===== config.mk =====
export PLATFORM = sky130hd
export DESIGN_NAME = multicycle_control_unit_flat
export DESIGN_NICKNAME = d
export VERILOG_FILES = /design/src/rtl/multicycle_control_unit_if.sv /design/src/rtl/multicycle_control_unit.sv /design/src/flat_wrapper.sv
export SDC_FILE = /design/constraint.sdc
export NUM_CORES = 1
export LEC_CHECK = 0
export BUFFER_PORTS_ARGS = -buffer_cell sky130_fd_sc_hd__buf_4
export CAP_MARGIN = 25
export CORE_MARGIN = 4
export CORE_UTILIZATION = 30
export DETAILED_ROUTE_END_ITERATION = 10
export PLACE_DENSITY = 0.46
export SYNTH_ARGS = -nofsm -noshare
export SYNTH_HDL_FRONTEND = slang
export SYNTH_SLANG_ARGS = --single-unit

===== constraint.sdc =====
create_clock -name clk -period 5.26 [get_ports clk]
set_clock_uncertainty 0.05 [all_clocks]
set_input_delay 1.052 -clock clk [delete_from_list [all_inputs] [get_ports clk]]
set_output_delay 1.052 -clock clk [all_outputs]
set_load 0.02 [all_outputs]

===== src/rtl/multicycle_control_unit_if.sv =====
// Memory handshake bundle between the multi-cycle control unit and its
// instruction and data memories. Requests are level signals held until the
// matching ready is seen; no credit accounting, one request in flight per side.
// Ports: imem_req/imem_ready (fetch), dmem_req/dmem_ready with mem_read/mem_write (data).
interface multicycle_control_unit_if;
  logic imem_req;
  logic imem_ready;
  logic dmem_req;
  logic dmem_ready;
  logic mem_read;
  logic mem_write;

  modport master (
    output imem_req, dmem_req, mem_read, mem_write,
    input  imem_ready, dmem_ready
  );

  modport slave (
    input  imem_req, dmem_req, mem_read, mem_write,
    output imem_ready, dmem_ready
  );
endinterface


===== src/rtl/multicycle_control_unit.sv =====
// Multi-cycle RV32I control FSM: FETCH/DECODE/EXEC/MEM/WB with trap, timeout, retire counter.
// Latency: CB 3, R/I/LUI/AUIPC/JAL/JALR/S 4, L 5 cycles with zero wait; +1 per memory wait cycle.
// Backpressure: imem_req/dmem_req held until ready; MEM_TIMEOUT waits (0 = never) traps with bus_err.
// Ports: clk, rst (sync, active high), opcode, branch_taken, mem (handshake bundle),
//   datapath controls ir_write/pc_write/PC_src/alu_op/alu_src/reg_write_en/wb_sel,
//   sticky illegal/bus_err flags, retire_count.
// Build option: define CTRL_JUMP_EN to decode JAL/JALR; otherwise they trap as illegal.
`ifndef ALU_OP_LW_SW_type
`define ALU_OP_LW_SW_type 3'b000
`define ALU_OP_CB_type    3'b001
`define ALU_OP_R_type     3'b010
`define ALU_OP_I_type     3'b011
`define ALU_OP_LUI_type   3'b100
`define ALU_OP_AUIPC_type 3'b101
`endif
`ifndef OPCODE_R
`define OPCODE_R     7'b0110011
`define OPCODE_I     7'b0010011
`define OPCODE_L     7'b0000011
`define OPCODE_S     7'b0100011
`define OPCODE_CB    7'b1100011
`define OPCODE_LUI   7'b0110111
`define OPCODE_AUIPC 7'b0010111
`define OPCODE_JAL   7'b1101111
`define OPCODE_JALR  7'b1100111
`endif

module multicycle_control_unit #(
  parameter int OPCODE_W    = 7,
  parameter int ALU_OP_W    = 3,
  parameter int MEM_TIMEOUT = 15,
  parameter int CNT_W       = 32
) (
  input  logic                 clk,
  input  logic                 rst,
  input  logic [OPCODE_W-1:0]  opcode,
  input  logic                 branch_taken,
  multicycle_control_unit_if.master mem,
  output logic                 ir_write,
  output logic                 pc_write,
  output logic                 PC_src,
  output logic [ALU_OP_W-1:0]  alu_op,
  output logic                 alu_src,
  output logic                 reg_write_en,
  output logic [1:0]           wb_sel,
  output logic                 illegal,
  output logic                 bus_err,
  output logic [CNT_W-1:0]     retire_count
);

  localparam int WCW = (MEM_TIMEOUT > 0) ? $clog2(MEM_TIMEOUT + 1) : 1;

  typedef enum logic [2:0] {FETCH, DECODE, EXEC, MEM, WB, TRAP} state_e;
  typedef enum logic [3:0] {
    CLS_R, CLS_I, CLS_L, CLS_S, CLS_CB, CLS_LUI, CLS_AUIPC, CLS_JAL, CLS_JALR, CLS_BAD
  } cls_e;

  state_e              state, state_n;
  logic [OPCODE_W-1:0] opcode_q;
  logic [WCW-1:0]      wait_cnt;
  logic                illegal_q, bus_err_q;
  logic [CNT_W-1:0]    retire_q;
  logic                retire, set_illegal, set_bus_err, timeout_hit;
  cls_e                cls_in, cls_q;

  function automatic cls_e classify(input logic [OPCODE_W-1:0] op);
    case (op)
      OPCODE_W'(`OPCODE_R):     return CLS_R;
      OPCODE_W'(`OPCODE_I):     return CLS_I;
      OPCODE_W'(`OPCODE_L):     return CLS_L;
      OPCODE_W'(`OPCODE_S):     return CLS_S;
      OPCODE_W'(`OPCODE_CB):    return CLS_CB;
      OPCODE_W'(`OPCODE_LUI):   return CLS_LUI;
      OPCODE_W'(`OPCODE_AUIPC): return CLS_AUIPC;
`ifdef CTRL_JUMP_EN
      OPCODE_W'(`OPCODE_JAL):   return CLS_JAL;
      OPCODE_W'(`OPCODE_JALR):  return CLS_JALR;
`endif
      default:                  return CLS_BAD;
    endcase
  endfunction

  assign cls_in = classify(opcode);
  assign cls_q  = classify(opcode_q);

  // The registered count equals the number of wait cycles already spent, so a
  // ready arriving with the count at MEM_TIMEOUT still completes the access.
  assign timeout_hit = (MEM_TIMEOUT != 0) && (wait_cnt == WCW'(MEM_TIMEOUT));

  always_comb begin
    state_n       = state;
    mem.imem_req  = 1'b0;
    mem.dmem_req  = 1'b0;
    mem.mem_read  = 1'b0;
    mem.mem_write = 1'b0;
    ir_write      = 1'b0;
    pc_write      = 1'b0;
    PC_src        = 1'b0;
    alu_op        = '0;
    alu_src       = 1'b0;
    reg_write_en  = 1'b0;
    wb_sel        = 2'b00;
    retire        = 1'b0;
    set_illegal   = 1'b0;
    set_bus_err   = 1'b0;

    // Datapath class controls follow the latched opcode through EXEC/MEM/WB.
    if (state == EXEC || state == MEM || state == WB) begin
      case (cls_q)
        CLS_R:           alu_op = ALU_OP_W'(`ALU_OP_R_type);
        CLS_I, CLS_JALR: alu_op = ALU_OP_W'(`ALU_OP_I_type);
        CLS_L, CLS_S:    alu_op = ALU_OP_W'(`ALU_OP_LW_SW_type);
        CLS_CB:          alu_op = ALU_OP_W'(`ALU_OP_CB_type);
        CLS_LUI:         alu_op = ALU_OP_W'(`ALU_OP_LUI_type);
        default:         alu_op = ALU_OP_W'(`ALU_OP_AUIPC_type);
      endcase
      alu_src = !(cls_q == CLS_R || cls_q == CLS_CB);
      if (cls_q == CLS_L)                            wb_sel = 2'b01;
      else if (cls_q == CLS_JAL || cls_q == CLS_JALR) wb_sel = 2'b10;
    end

    case (state)
      FETCH: begin
        mem.imem_req = 1'b1;
        if (mem.imem_ready) begin
          ir_write = 1'b1;
          state_n  = DECODE;
        end else if (timeout_hit) begin
          set_bus_err = 1'b1;
          state_n     = TRAP;
        end
      end
      DECODE: begin
        if (cls_in == CLS_BAD) begin
          set_illegal = 1'b1;
          state_n     = TRAP;
        end else begin
          state_n = EXEC;
        end
      end
      EXEC: begin
        if (cls_q == CLS_CB) begin
          pc_write = 1'b1;
          PC_src   = branch_taken;
          retire   = 1'b1;
          state_n  = FETCH;
        end else if (cls_q == CLS_L || cls_q == CLS_S) begin
          state_n = MEM;
        end else begin
          state_n = WB;
        end
      end
      MEM: begin
        mem.dmem_req  = 1'b1;
        mem.mem_read  = (cls_q == CLS_L);
        mem.mem_write = (cls_q == CLS_S);
        if (mem.dmem_ready) begin
          if (cls_q == CLS_S) begin
            pc_write = 1'b1;
            retire   = 1'b1;
            state_n  = FETCH;
          end else begin
            state_n = WB;
          end
        end else if (timeout_hit) begin
          set_bus_err = 1'b1;
          state_n     = TRAP;
        end
      end
      WB: begin
        reg_write_en = 1'b1;
        pc_write     = 1'b1;
        PC_src       = (cls_q == CLS_JAL || cls_q == CLS_JALR);
        retire       = 1'b1;
        state_n      = FETCH;
      end
      default: state_n = TRAP;
    endcase

    // Reset aborts the instruction combinationally: requests drop this cycle.
    if (rst) begin
      state_n       = FETCH;
      mem.imem_req  = 1'b0;
      mem.dmem_req  = 1'b0;
      mem.mem_read  = 1'b0;
      mem.mem_write = 1'b0;
      ir_write      = 1'b0;
      pc_write      = 1'b0;
      PC_src        = 1'b0;
      alu_op        = '0;
      alu_src       = 1'b0;
      reg_write_en  = 1'b0;
      wb_sel        = 2'b00;
      retire        = 1'b0;
      set_illegal   = 1'b0;
      set_bus_err   = 1'b0;
    end
  end

  always_ff @(posedge clk) begin
    if (rst) begin
      state     <= FETCH;
      opcode_q  <= '0;
      wait_cnt  <= '0;
      illegal_q <= 1'b0;
      bus_err_q <= 1'b0;
      retire_q  <= '0;
    end else begin
      state <= state_n;
      if (state == DECODE) opcode_q <= opcode;
      if (set_illegal) illegal_q <= 1'b1;
      if (set_bus_err) bus_err_q <= 1'b1;
      if (retire) retire_q <= retire_q + CNT_W'(1);
      if ((state_n == FETCH && state != FETCH) || (state_n == MEM && state != MEM))
        wait_cnt <= '0;
      else if (((state == FETCH && !mem.imem_ready) || (state == MEM && !mem.dmem_ready))
               && wait_cnt != {WCW{1'b1}})
        wait_cnt <= wait_cnt + WCW'(1);
    end
  end

  // Registered flags and count read as zero while reset is held.
  assign illegal      = illegal_q & ~rst;
  assign bus_err      = bus_err_q & ~rst;
  assign retire_count = rst ? '0 : retire_q;

endmodule


===== src/flat_wrapper.sv =====
// flat-port wrapper written by rule: the top's interface ports become plain ports
module multicycle_control_unit_flat 
#(
  parameter int OPCODE_W    = 7,
  parameter int ALU_OP_W    = 3,
  parameter int MEM_TIMEOUT = 15,
  parameter int CNT_W       = 32
)
  (clk, rst, opcode, branch_taken, ir_write, pc_write, PC_src, alu_op, alu_src, reg_write_en, wb_sel, illegal, bus_err, retire_count, mem_imem_req, mem_dmem_req, mem_mem_read, mem_mem_write, mem_imem_ready, mem_dmem_ready);
  multicycle_control_unit_if mem_i ();
  input  logic clk;
  input  logic rst;
  input  logic [OPCODE_W-1:0] opcode;
  input  logic branch_taken;
  output logic ir_write;
  output logic pc_write;
  output logic PC_src;
  output logic [ALU_OP_W-1:0] alu_op;
  output logic alu_src;
  output logic reg_write_en;
  output logic [1:0] wb_sel;
  output logic illegal;
  output logic bus_err;
  output logic [CNT_W-1:0] retire_count;
  output wire logic [$bits(mem_i.imem_req)-1:0] mem_imem_req;
  output wire logic [$bits(mem_i.dmem_req)-1:0] mem_dmem_req;
  output wire logic [$bits(mem_i.mem_read)-1:0] mem_mem_read;
  output wire logic [$bits(mem_i.mem_write)-1:0] mem_mem_write;
  input wire logic [$bits(mem_i.imem_ready)-1:0] mem_imem_ready;
  input wire logic [$bits(mem_i.dmem_ready)-1:0] mem_dmem_ready;
  assign mem_imem_req = mem_i.imem_req;
  assign mem_dmem_req = mem_i.dmem_req;
  assign mem_mem_read = mem_i.mem_read;
  assign mem_mem_write = mem_i.mem_write;
  assign mem_i.imem_ready = mem_imem_ready;
  assign mem_i.dmem_ready = mem_dmem_ready;
  multicycle_control_unit #(.OPCODE_W(OPCODE_W), .ALU_OP_W(ALU_OP_W), .MEM_TIMEOUT(MEM_TIMEOUT), .CNT_W(CNT_W)) u_core (.clk(clk), .rst(rst), .opcode(opcode), .branch_taken(branch_taken), .mem(mem_i), .ir_write(ir_write), .pc_write(pc_write), .PC_src(PC_src), .alu_op(alu_op), .alu_src(alu_src), .reg_write_en(reg_write_en), .wb_sel(wb_sel), .illegal(illegal), .bus_err(bus_err), .retire_count(retire_count));
endmodule

# --- Yosys cells after proc, flatten, opt, wreduce, memory -nomap -nowiden ---
# Index checks and enable logic that the tools add are counted.
op_classes:
  n_addsub: 2
  n_eq_ne: 30
  n_reduce_logical: 22
  n_bitwise: 3
  n_mux: 50
op_table:
  columns: ["operator", "count"]
  rows:
  - ["4-bit one-hot mux with 7 select lines", 2]
  - ["7-bit by 6-bit == test with 1-bit output, second input constant", 6]
  - ["32-bit by 1-bit adder with 32-bit output, second input constant", 1]
  - ["32-bit 2-to-1 mux", 1]
  - ["3-bit 2-to-1 mux", 10]
  - ["3-bit one-hot mux with 5 select lines", 2]
  - ["7-bit by 5-bit == test with 1-bit output, second input constant", 4]
  - ["1-bit 2-to-1 mux", 28]
  - ["7-bit by 2-bit == test with 1-bit output, second input constant", 2]
  - ["7-bit == test, second input constant", 2]
  - ["4-bit by 3-bit == test with 1-bit output, second input constant", 3]
  - ["4-bit == test, second input constant", 3]
  - ["3-bit by 2-bit == test with 1-bit output, second input constant", 3]
  - ["4-bit by 2-bit == test with 1-bit output, second input constant", 2]
  - ["2-bit 2-to-1 mux", 4]
  - ["1-bit logical OR", 7]
  - ["3-bit logical NOT", 2]
  - ["2-bit OR reduction", 3]
  - ["1-bit logical AND", 5]
  - ["4-bit by 1-bit adder with 4-bit output, second input constant", 1]
  - ["4-bit by 1-bit == test with 1-bit output, second input constant", 1]
  - ["4-bit logical NOT", 1]
  - ["4-bit inequality test, second input constant", 1]
  - ["1-bit one-hot mux with 2 select lines", 2]
  - ["other kinds (8)", 11]
totals:
  register_bits: 48

# --- Longest topological paths before layout ---
depth:
  depth_word: 12
  mapped_depth: 8
  depth_no_buf: 6

# --- Worst setup path after synthesis ---
# OpenSTA, ideal clock, no wires.
synth_timing:
  kind: "input-to-output"
  from: "input port rst"
  to: "output port alu_op[2]"
  required_time_ns: 4.158
  setup_slack_ns: 1.738
  stages: 4
  arrival_ns: 2.420
  n_path_buf: 1
  path_cell_list: "clkbuf_1 -> a21oi_1 -> a21boi_0 -> nor2b_1"
synth_via:
  elab_chain_cells: 1
synth_rtl:
  columns: ["element", "line", "source"]
  rows:
  - ["from (decl)", "flat_wrapper.sv:12", "input logic rst;"]
  - ["3-bit 2-to-1 mux", "multicycle_control_unit.sv:181", "if (rst) begin"]
  - ["to (decl)", "flat_wrapper.sv:18", "output logic [ALU_OP_W-1:0] alu_op;"]
# Every way passes these cells.

# --- Final worst setup path ---
# Same ends and word-level chain as after synthesis.

==> flow_metrics.tcl <==
set metrics [dict create \
    synth_edf_count 0 \
    vias 2594 \
    place_inst 513 \
    rr_worst_depth 6 \
    criticalPathCategory "input port to output port" \
    comb_power_share 0.140 \
    ys_seq_area_frac 0.3388 \
    synth_top_cell_by_area "dfxtp_1" \
    fillers 988 \
    insertion_delay_ps 300 \
    slowest_delay_ps 650 \
    ys.flop_type "dfxtp_1" \
    rsz0062_at_grt "no" \
    cts_tree "yes" \
    drc 0 \
    regArea_um2 960.9 \
    syn_area_per_cell_um2 8.104 \
    netlist_area_um2 2836 \
    clock-sinks 48 \
    finalHoldViolations 0 \
    path_clk_slew_ps 90 \
    insertedDiodeCount 0 \
    grt_antenna_before_repair 0 \
    initial_core_util 0.3070 \
    final.setup.tns_ps 0 \
    gr-usage-all-layers 0.1334 \
    drt-initial-drc-count 95 \
    numCtsBuffers 5 \
    arrival_ps 2440 \
    port_buffers 58 \
    cts_setup_buffers 0 \
    power.switching_uw 201.5 \
    hold_depth 2 \
    timing.reg2reg.setup_slack_ps 2330 \
    path_common_cell "buf_4" \
    drt_wl_total_um 7292 \
    grt_start_max_net_pins 93 \
    multi_input_area_um2 1747 \
    crit_slowest_cell "buf_4" \
    routabilityCongestion 0.7907 \
    post_drt_wl_per_cell_um 13.97 \
    io_pins 60 \
    grt_pass1_vias 2433 \
    syn2layout_area_growth_pct 21.00 \
    p_int_uw 512.1 \
    synth.net_count 364 \
    timing.rr.end "u_core.retire_q[26]" \
    globalRouteOverflowTotal 0 \
    ant_nets 0 \
    root_buffer "clkbuf_8" \
    worst_slew_pin_slew_ps 1024 \
    die_y_um 105.2 \
    synth_area_leaders "dfxtp_1, nor2b_1, nor2_1" \
    grt_pass1_wl_um 12280 \
    endpoint_kind "output port" \
    startpoint "rst" \
    via_per_inst 4.969 \
    cts.path.max_buffers 2 \
    slew_violations 0 \
    switching_share 0.2824 \
    slew_headroom 0.3169 \
    power.density_nw_per_um2 207.9 \
    dp_hpwl_um 5195 \
    min_from "u_core.illegal_q" \
    cp_max_fo 92 \
    synth_commonest_cells "dfxtp_1, nor2_1, nor2b_1" \
    cts_resized 0 \
    timing.rr.start "u_core.opcode_q[3]" \
    fin_crit_sh 0.6728 \
    core_um2 9240 \
    std_cell_rows 35 \
    drtPass1Iterations 4 \
    die_area_um2 11070 \
    yosysMostFrequentCell "dfxtp_1" \
    p_clk_frac 0.310 \
    seq_power_share 0.549 \
    leakage_nw 1.279 \
    ys_warn_count 0 \
    drive_above_1_share 0.1934 \
    instances_no_fill 522 \
    startpoint_type "input port" \
    ys_ff_latch 48 \
    status "finished, final reports clean" \
    fmax_mhz 282.6 \
    crit_family "buffers and inverters" \
    period_minus_slack_ps 3539 \
    cp_cell_sequence "buf_4 > a21oi_1 > a21boi_0 > nor2b_1 > buf_4" \
    min_path_type "flop to flop" \
    yosysUniqueCellTypes 49 \
    path_buf_inv 2 \
    max_cap_violations 0 \
    required_ps 4160 \
    synth-async-reset-ratio 0 \
    ir_worst_vdd_uv 86.41 \
    dieWidth_um 105.2 \
    setup_violations 0 \
    h-tree-depth 2 \
    whs_endpoint "u_core.illegal_q" \
    hold_buffers 0 \
    postSynthCellCount 350 \
    synth_top_area_frac 0.3388 \
    fin_nets 406 \
]
## per-stage QoR
step | cell area, um2 | hold slack, ps | total power [mW] | setup slack, ps | util
after floorplan | 2836 | 379.0 | 0.4711 | 1738 | -
after global placement | 3342 | 391.9 | 0.5016 | 1738 | 0.3617
after detailed placement | 3342 | 406.6 | 0.5016 | 1700 | 0.3617
after CTS | 3427 | 428.4 | 0.7280 | 1704 | 0.3709
after global routing | 3432 | 446.2 | 0.7556 | 1522 | 0.3714
final | 3432 | 423.0 | 0.7136 | 1721 | 0.3714
## registers in the layout, indices dropped and copies added (netlist names)
signal            cells
u_core.bus_err_q      1
u_core.illegal_q      1
u_core.opcode_q       7
u_core.retire_q      32
u_core.state          3
u_core.wait_cnt       4
## how the worst max path moves through the flow
stage                end  slack, ps  depth (start not counted)
4_1_cts        alu_op[2]       1700                          5
6_report       alu_op[2]       1720                          5
2_1_floorplan  alu_op[2]       1740                          4
3_5_place_dp   alu_op[2]       1700                          5
5_1_grt        alu_op[2]       1520                          5
3_3_place_gp   alu_op[2]       1740                          5
## cell families after synthesis
group / Yosys count / synth area share
multiplexers: 15 / 0.05602
AND/OR/NAND/NOR: 169 / 0.3286
AO/OA/AOI/OAI: 65 / 0.1654
other: 1 / 0.001322
XOR/XNOR: 18 / 0.05558
adder cells (fa/ha/maj): 2 / 0.008821
buffers and inverters: 32 / 0.04544
flip-flops: 48 / 0.3388
## metal layers
layer	global-route usage	share of wire
met3	0.02511	0.033
met2	0.2045	0.45
met5	0	0
met1	0.1918	0.51
met4	0.03374	0.014
## power groups by stage
stage,combinational [mW],sequential [mW],clock (mW)
final,0.100,0.392,0.221
after global routing,0.111,0.394,0.250
after CTS,0.102,0.392,0.234
after detailed placement,0.102,0.400,0
after global placement,0.101,0.400,0
after floorplan,0.0821,0.389,0
## layout make-up
cell class                 count  share of cell area
tap                          129             0.04703
inverter                       6            0.006562
multi-input combinational    270              0.5089
sequential                    48              0.2800
timing repair buffer          61              0.1327
clock buffer                   7             0.02224
clock inverter                 1            0.002552
## placed cells by master (no fill, tap or decap), types with 3 or more instances in the layout
cell,instances
a21oi_1,15
nor2_1,45
nand3_1,6
nor2b_1,36
nor3_1,8
and3_1,5
and2_1,4
and4_1,3
o2111ai_1,7
or3_1,9
nor4_1,5
mux2_2,5
nand4_1,7
nor3b_1,5
nand3b_1,4
dfxtp_1,48
inv_1,6
nand2_1,15
o31ai_1,6
o211ai_1,8
o21ai_0,11
a211oi_1,7
xor2_1,16
clkbuf_8,5
buf_4,60
or4_1,6
nand2b_1,4
mux2i_1,8
## tightest hold or removal path: stages, from the launching register on
cell	delay, ps
dfxtp_1	340
a21oi_1	40
nor2_1	70
(Power assumes the default switching activity.)
